--- src/rtl/mips_pkg.sv ---
// Shared MIPS32 definitions: opcodes, default word-address width and the
// fetch entry handed from fetch to decode.
package mips_pkg;

   localparam int ADDR_W_DEFAULT = 10;

   localparam logic [5:0] OP_ADD   = 6'b000000;
   localparam logic [5:0] OP_SUB   = 6'b000001;
   localparam logic [5:0] OP_AND   = 6'b000010;
   localparam logic [5:0] OP_OR    = 6'b000011;
   localparam logic [5:0] OP_SLT   = 6'b000100;
   localparam logic [5:0] OP_MUL   = 6'b000101;
   localparam logic [5:0] OP_LW    = 6'b001000;
   localparam logic [5:0] OP_SW    = 6'b001001;
   localparam logic [5:0] OP_ADDI  = 6'b001010;
   localparam logic [5:0] OP_SUBI  = 6'b001011;
   localparam logic [5:0] OP_SLTI  = 6'b001100;
   localparam logic [5:0] OP_BNEQZ = 6'b001101;
   localparam logic [5:0] OP_BEQZ  = 6'b001110;
   localparam logic [5:0] OP_HLT   = 6'b111111;

   typedef struct packed {
      logic [31:0]               ir;
      logic [ADDR_W_DEFAULT-1:0] npc;
   } fetch_entry_t;

   function automatic logic is_hlt(input logic [31:0] ir);
      return ir[31:26] == OP_HLT;
   endfunction

endpackage

--- src/rtl/fetch_skid_fifo.sv ---
// Two-entry synchronous FIFO that absorbs instruction returns while decode
// is stalled. Clear empties it in one cycle (used on branch redirect).
module fetch_skid_fifo #(
   parameter int W = 42
) (
   input  logic         clk,
   input  logic         rst_n,
   input  logic         push,
   input  logic         pop,
   input  logic         clear,
   input  logic [W-1:0] din,
   output logic [W-1:0] head,
   output logic [1:0]   count
);

   logic [W-1:0] mem [2];
   logic         rd_ptr;
   logic         wr_ptr;

   always_ff @(posedge clk) begin
      if (!rst_n || clear) begin
         rd_ptr <= 1'b0;
         wr_ptr <= 1'b0;
         count  <= 2'd0;
      end else begin
         if (push) wr_ptr <= ~wr_ptr;
         if (pop)  rd_ptr <= ~rd_ptr;
         case ({push, pop})
            2'b10:   count <= count + 2'd1;
            2'b01:   count <= count - 2'd1;
            default: count <= count;
         endcase
      end
   end

   // NOTE: storage carries no reset; count alone says which slots are live.
   always_ff @(posedge clk) begin
      if (push && !clear) mem[wr_ptr] <= din;
   end

   assign head = mem[rd_ptr];

   a_no_overflow: assert property (@(posedge clk) disable iff (!rst_n)
      !(push && !pop && !clear && count == 2'd2));

endmodule

--- src/rtl/mips_fetch_stage.sv ---
// Instruction-fetch stage: owns the PC, issues synchronous imem reads, parks
// returns in a 2-entry skid while decode stalls, and drives the IF/ID register.
module mips_fetch_stage
   import mips_pkg::*;
#(
   parameter int                ADDR_W   = ADDR_W_DEFAULT,
   parameter logic [ADDR_W-1:0] RESET_PC = '0
) (
   input  logic              clk1,
   input  logic              rst_n,
   output logic              imem_en,
   output logic [ADDR_W-1:0] imem_addr,
   input  logic [31:0]       imem_rdata,
   input  logic              id_stall,
   input  logic              redirect_valid,
   input  logic [ADDR_W-1:0] redirect_pc,
   output logic [31:0]       if_id_ir,
   output logic [ADDR_W-1:0] if_id_npc,
   output logic              if_id_valid,
   output logic              halted
);

   typedef struct packed {
      logic [31:0]       ir;
      logic [ADDR_W-1:0] npc;
   } entry_t;

   logic [ADDR_W-1:0] pc;
   logic [ADDR_W-1:0] inflight_pc;
   logic              inflight;
   logic              halt_seen;
   logic              ret_valid;
   logic              ifid_load;
   logic              skid_pop;
   logic              skid_push;
   logic [1:0]        skid_count;
   entry_t            ret_entry;
   entry_t            skid_head;

   // Once HLT has returned, anything fetched behind it is wrong-path.
   assign ret_valid = inflight && !halt_seen;
   assign ret_entry = '{ir: imem_rdata, npc: inflight_pc + 1'b1};

   assign ifid_load = !id_stall || !if_id_valid;
   assign skid_pop  = !redirect_valid && ifid_load && (skid_count != 2'd0);
   assign skid_push = !redirect_valid && ret_valid && !(ifid_load && skid_count == 2'd0);

   // Counting the in-flight read against skid space is what keeps the skid from overflowing.
   assign imem_en   = rst_n && !halt_seen && !redirect_valid &&
                      ((3'(skid_count) + 3'(inflight)) < 3'd2);
   assign imem_addr = pc;
   assign halted    = halt_seen;

   fetch_skid_fifo #(
      .W($bits(entry_t))
   ) u_skid (
      .clk   (clk1),
      .rst_n (rst_n),
      .push  (skid_push),
      .pop   (skid_pop),
      .clear (redirect_valid),
      .din   (ret_entry),
      .head  (skid_head),
      .count (skid_count)
   );

   always_ff @(posedge clk1) begin
      if (!rst_n) begin
         pc          <= RESET_PC;
         inflight    <= 1'b0;
         inflight_pc <= '0;
         halt_seen   <= 1'b0;
         if_id_ir    <= '0;
         if_id_npc   <= '0;
         if_id_valid <= 1'b0;
      end else if (redirect_valid) begin
         pc          <= redirect_pc;
         inflight    <= 1'b0;
         halt_seen   <= 1'b0;
         if_id_valid <= 1'b0;
      end else begin
         inflight <= imem_en;
         if (imem_en) begin
            inflight_pc <= pc;
            pc          <= pc + 1'b1;
         end
         if (ret_valid && is_hlt(imem_rdata)) halt_seen <= 1'b1;
         if (ifid_load) begin
            if (skid_count != 2'd0) begin
               if_id_ir    <= skid_head.ir;
               if_id_npc   <= skid_head.npc;
               if_id_valid <= 1'b1;
            end else if (ret_valid) begin
               if_id_ir    <= ret_entry.ir;
               if_id_npc   <= ret_entry.npc;
               if_id_valid <= 1'b1;
            end else begin
               if_id_valid <= 1'b0;
            end
         end
      end
   end

endmodule

--- config.mk ---
export PLATFORM = sky130hd
export DESIGN_NAME = mips_fetch_stage
export DESIGN_NICKNAME = d
export VERILOG_FILES = /design/src/rtl/mips_pkg.sv /design/src/rtl/fetch_skid_fifo.sv /design/src/rtl/mips_fetch_stage.sv
export SDC_FILE = /design/constraint.sdc
export NUM_CORES = 1
export LEC_CHECK = 0
export ABC_CLOCK_PERIOD_IN_PS = 6100
export CORE_MARGIN = 3
export CORE_UTILIZATION = 55
export CTS_BUF_LIST = sky130_fd_sc_hd__clkbuf_4
export DETAILED_ROUTE_END_ITERATION = 8
export PLACE_DENSITY = 0.91
export SLEW_MARGIN = 20
export SYNTH_ARGS = -nofsm -noshare
export SYNTH_HDL_FRONTEND = slang
export SYNTH_HIERARCHICAL = 1
export SYNTH_SLANG_ARGS = --single-unit
--- constraint.sdc ---
create_clock -name clk1 -period 6.1 [get_ports clk1]
set_input_delay 0.915 -clock clk1 [delete_from_list [all_inputs] [get_ports clk1]]
set_output_delay 0.915 -clock clk1 [all_outputs]
set_load 0.03 [all_outputs]
==> results.py <==
metrics = {
    "yosys": {
        "syn_nets": 595,
        "synthArstFlopShare": 0,
        "syn_inst": 546,
        "yosys-top-cells-area": "edfxtp_1 40%, dfxtp_1 22%, mux2_2 7.6%",
        "netlist_top_cells_count": "105 x nand2_1, 84 x edfxtp_1, 70 x dfxtp_1",
        "ys.flop_type": "edfxtp_1",
        "yosysTopAreaCellShare": 0.403,
        "yosysSeqAreaShare": 0.627,
        "synth_edf_count": 84,
        "synth_area_leader_cell": "edfxtp_1",
        "ys_types": 46,
        "synth.most_common_cell": "nand2_1",
        "ys_ff_latch": 154,
        "syn-cell-area_um2": 6260,
        "yosys_warnings": 6,
        "syn_area_per_cell_um2": 11.5,
    },
    "detailed_routing": {
        "totalWireLength_um": 14300,
        "drt_iter0_drc": 484,
        "drc": 0,
        "ant_nets": 0,
        "vias": 4685,
        "wl_met1_um": 5890,
        "wl_per_cell_um": 18.2,
        "wl_met3_um": 1060,
        "viasPerCell": 5.95,
        "first_pass_iters": 5,
        "highest_layer": "met4",
        "wl_met2_um": 7080,
    },
    "timing": {
        "hold_viol_final": 0,
        "hold_ws_ns": 0.494,
        "timing.max_slew.rel_slack": 0.271,
        "setup_violations": 0,
        "final.setup.tns_ns": 0,
        "fin_crit_sh": 0.787,
        "clock_skew_ns": 0.0148,
        "rsz0062_at_grt": "no",
        "slew_violations": 0,
        "clock.fmax_mhz": 208,
        "max_slew.worst_pin.slew_ns": 1.09,
        "period_needed_ns": 4.80,
    },
    "clocking": {
        "numCtsBuffers": 17,
        "clk_path_buf_depth": 2,
        "cts_htree_levels": 4,
        "cts_resized": 0,
        "clkLatencyLatePin_ns": 0.52,
        "cts_tree": "yes",
        "post-cts-setup-buffers": 0,
        "clockRootBuffer": "clkbuf_4",
        "cts-hold-fix-buffers": 0,
        "clkTransAtPathRegs_ns": 0.11,
        "cts_sinks": 154,
    },
    "critical_path": {
        "r2r-start": "u_skid/count[1]",
        "cp_max_fo": 19,
        "critPathCaptureType": "output pin",
        "r2r-end": "u_skid/mem[1][6]",
        "crit_path_top_delay_cell": "clkdlybuf4s50_1",
        "cp-start-kind": "input pin",
        "arrival_ns": 3.88,
        "cpPeakStageDelay_ns": 0.93,
        "r2r_slack_ns": 2.89,
        "cp.required_ns": 5.18,
        "path_common_cell": "clkdlybuf4s50_1",
        "critical_path.cell_chain": "clkdlybuf4s50_1, nor4b_4, nand2_1, inv_1, clkdlybuf4s50_1",
        "r2r_cells": 4,
        "worstSetupPathType": "input pin to output pin",
        "endpoint": "imem_en",
        "setup.worst_path.start": "rst_n",
    },
    "cells_and_area": {
        "nets": 684,
        "num_antenna_cells": 0,
        "drive_gt1_frac": 0.133,
        "stdcell_count": 788,
        "fin_util": 0.696,
        "area_delta_synth_final_pct": 22.0,
    },
    "floorplan": {
        "start_util": 0.570,
        "ioPinCount": 101,
        "die-area_um2": 12700,
        "die_x_um": 113,
        "coreArea_um2": 11000,
        "std_cell_rows": 38,
        "die_h_um": 113,
    },
    "pwr": {
        "p_total_w": 0.00193,
        "ir_drop_uv": 158,
        "total_leakage_power_nw": 2.58,
        "power.density_nw_per_um2": 252,
    },
    "global_route": {
        "grt_pass1_wl_um": 23400,
        "antenna_found_initial": 0,
        "grtUsageTotal": 0.230,
        "grt_max_degree": 73,
        "grt_pass1_vias": 4802,
        "gr-total-overflow": 0,
    },
    "worst_hold_path": {
        "min_path_type": "register to register",
    },
    "placement": {
        "dp.cells": 755,
        "numPortBuffers": 100,
        "place_congestion": 0.830,
        "detailed_place_hpwl_um": 8800,
    },
    "run_status": {
        "status": "complete, no violations",
    },
    "job": {
        "maxCapViolations": 0,
    },
}
[area by class of cell]
cell class / count / area (um2)
clock inverter: 11 / 131
timing repair buffer: 103 / 1040
sequential: 154 / 3930
clock buffer: 21 / 158
multi-input combinational: 351 / 2180
inverter: 8 / 30.0
tap: 140 / 175
fill: 750 / 3340
[flip-flops by register name, indices dropped and copies added (netlist names), 2 cells and up, named ones only]
name          count
inflight_pc      10
u_skid/count      2
if_id_ir         32
imem_addr        10
if_id_npc        10
u_skid/mem       84
[critical path, delay by kind of cell]
family,cells,cell delay (ns)
buf+inv,3,2.19
simple gates,2,0.76
[layout by cell type (no fill, tap or decap), types with 4 or more instances in the layout]
master	n
clkbuf_4	21
o21ai_0	12
a311oi_1	33
a31oi_1	4
nand2_1	105
clkdlybuf4s50_1	100
mux2_2	42
and3_1	4
or3_1	6
edfxtp_1	84
nor2_1	47
nand3_1	13
a21oi_1	20
xnor2_1	6
inv_1	7
dfxtp_1	69
or2_2	4
nor3_1	8
o211ai_1	4
[how the worst min path moves through the flow]
stage | from | end | slack, ns | depth (start not counted)
floorplan | inflight_pc[9] | inflight_pc[9] | 0.45 | 2
global placement | imem_addr[9] | inflight_pc[9] | 0.48 | 2
detailed placement | if_id_npc[9] | if_id_npc[9] | 0.48 | 2
CTS | if_id_npc[9] | if_id_npc[9] | 0.50 | 2
global route | if_id_npc[2] | if_id_npc[2] | 0.53 | 2
finish | if_id_npc[5] | if_id_npc[5] | 0.49 | 2
[layer usage]
metal,up-vias,global-route usage
met3,28,0.0674
li1,2177,-
met1,2260,0.283
met5,-,0
met4,0,0.0897
met2,220,0.382
[power breakdown]
part           internal [W]  switching (W)
Clock              0.000297       0.000330
Combinational     0.0000761      0.0000972
Sequential          0.00111      0.0000176
Total               0.00148       0.000445
[stage by stage]
stage / setup WS [ns] / cell area [um2]
floorplan: 1.05 / 6260
detailed placement: 1.33 / 7330
finish: 1.30 / 7640
global route: 1.05 / 7640
global placement: 1.46 / 7330
CTS: 1.32 / 7610
[logic make-up after synthesis]
group,Yosys count,synth area share
DFF,154,0.627
buffers and inverters,41,0.0288
and+or+nand+nor,203,0.142
AOI/OAI and AO/OA,92,0.106
muxes,44,0.0787
adders and majority gates,3,0.00599
xor gates and xnor gates,9,0.0126
No activity file was read; power rests on OpenSTA's default activity.
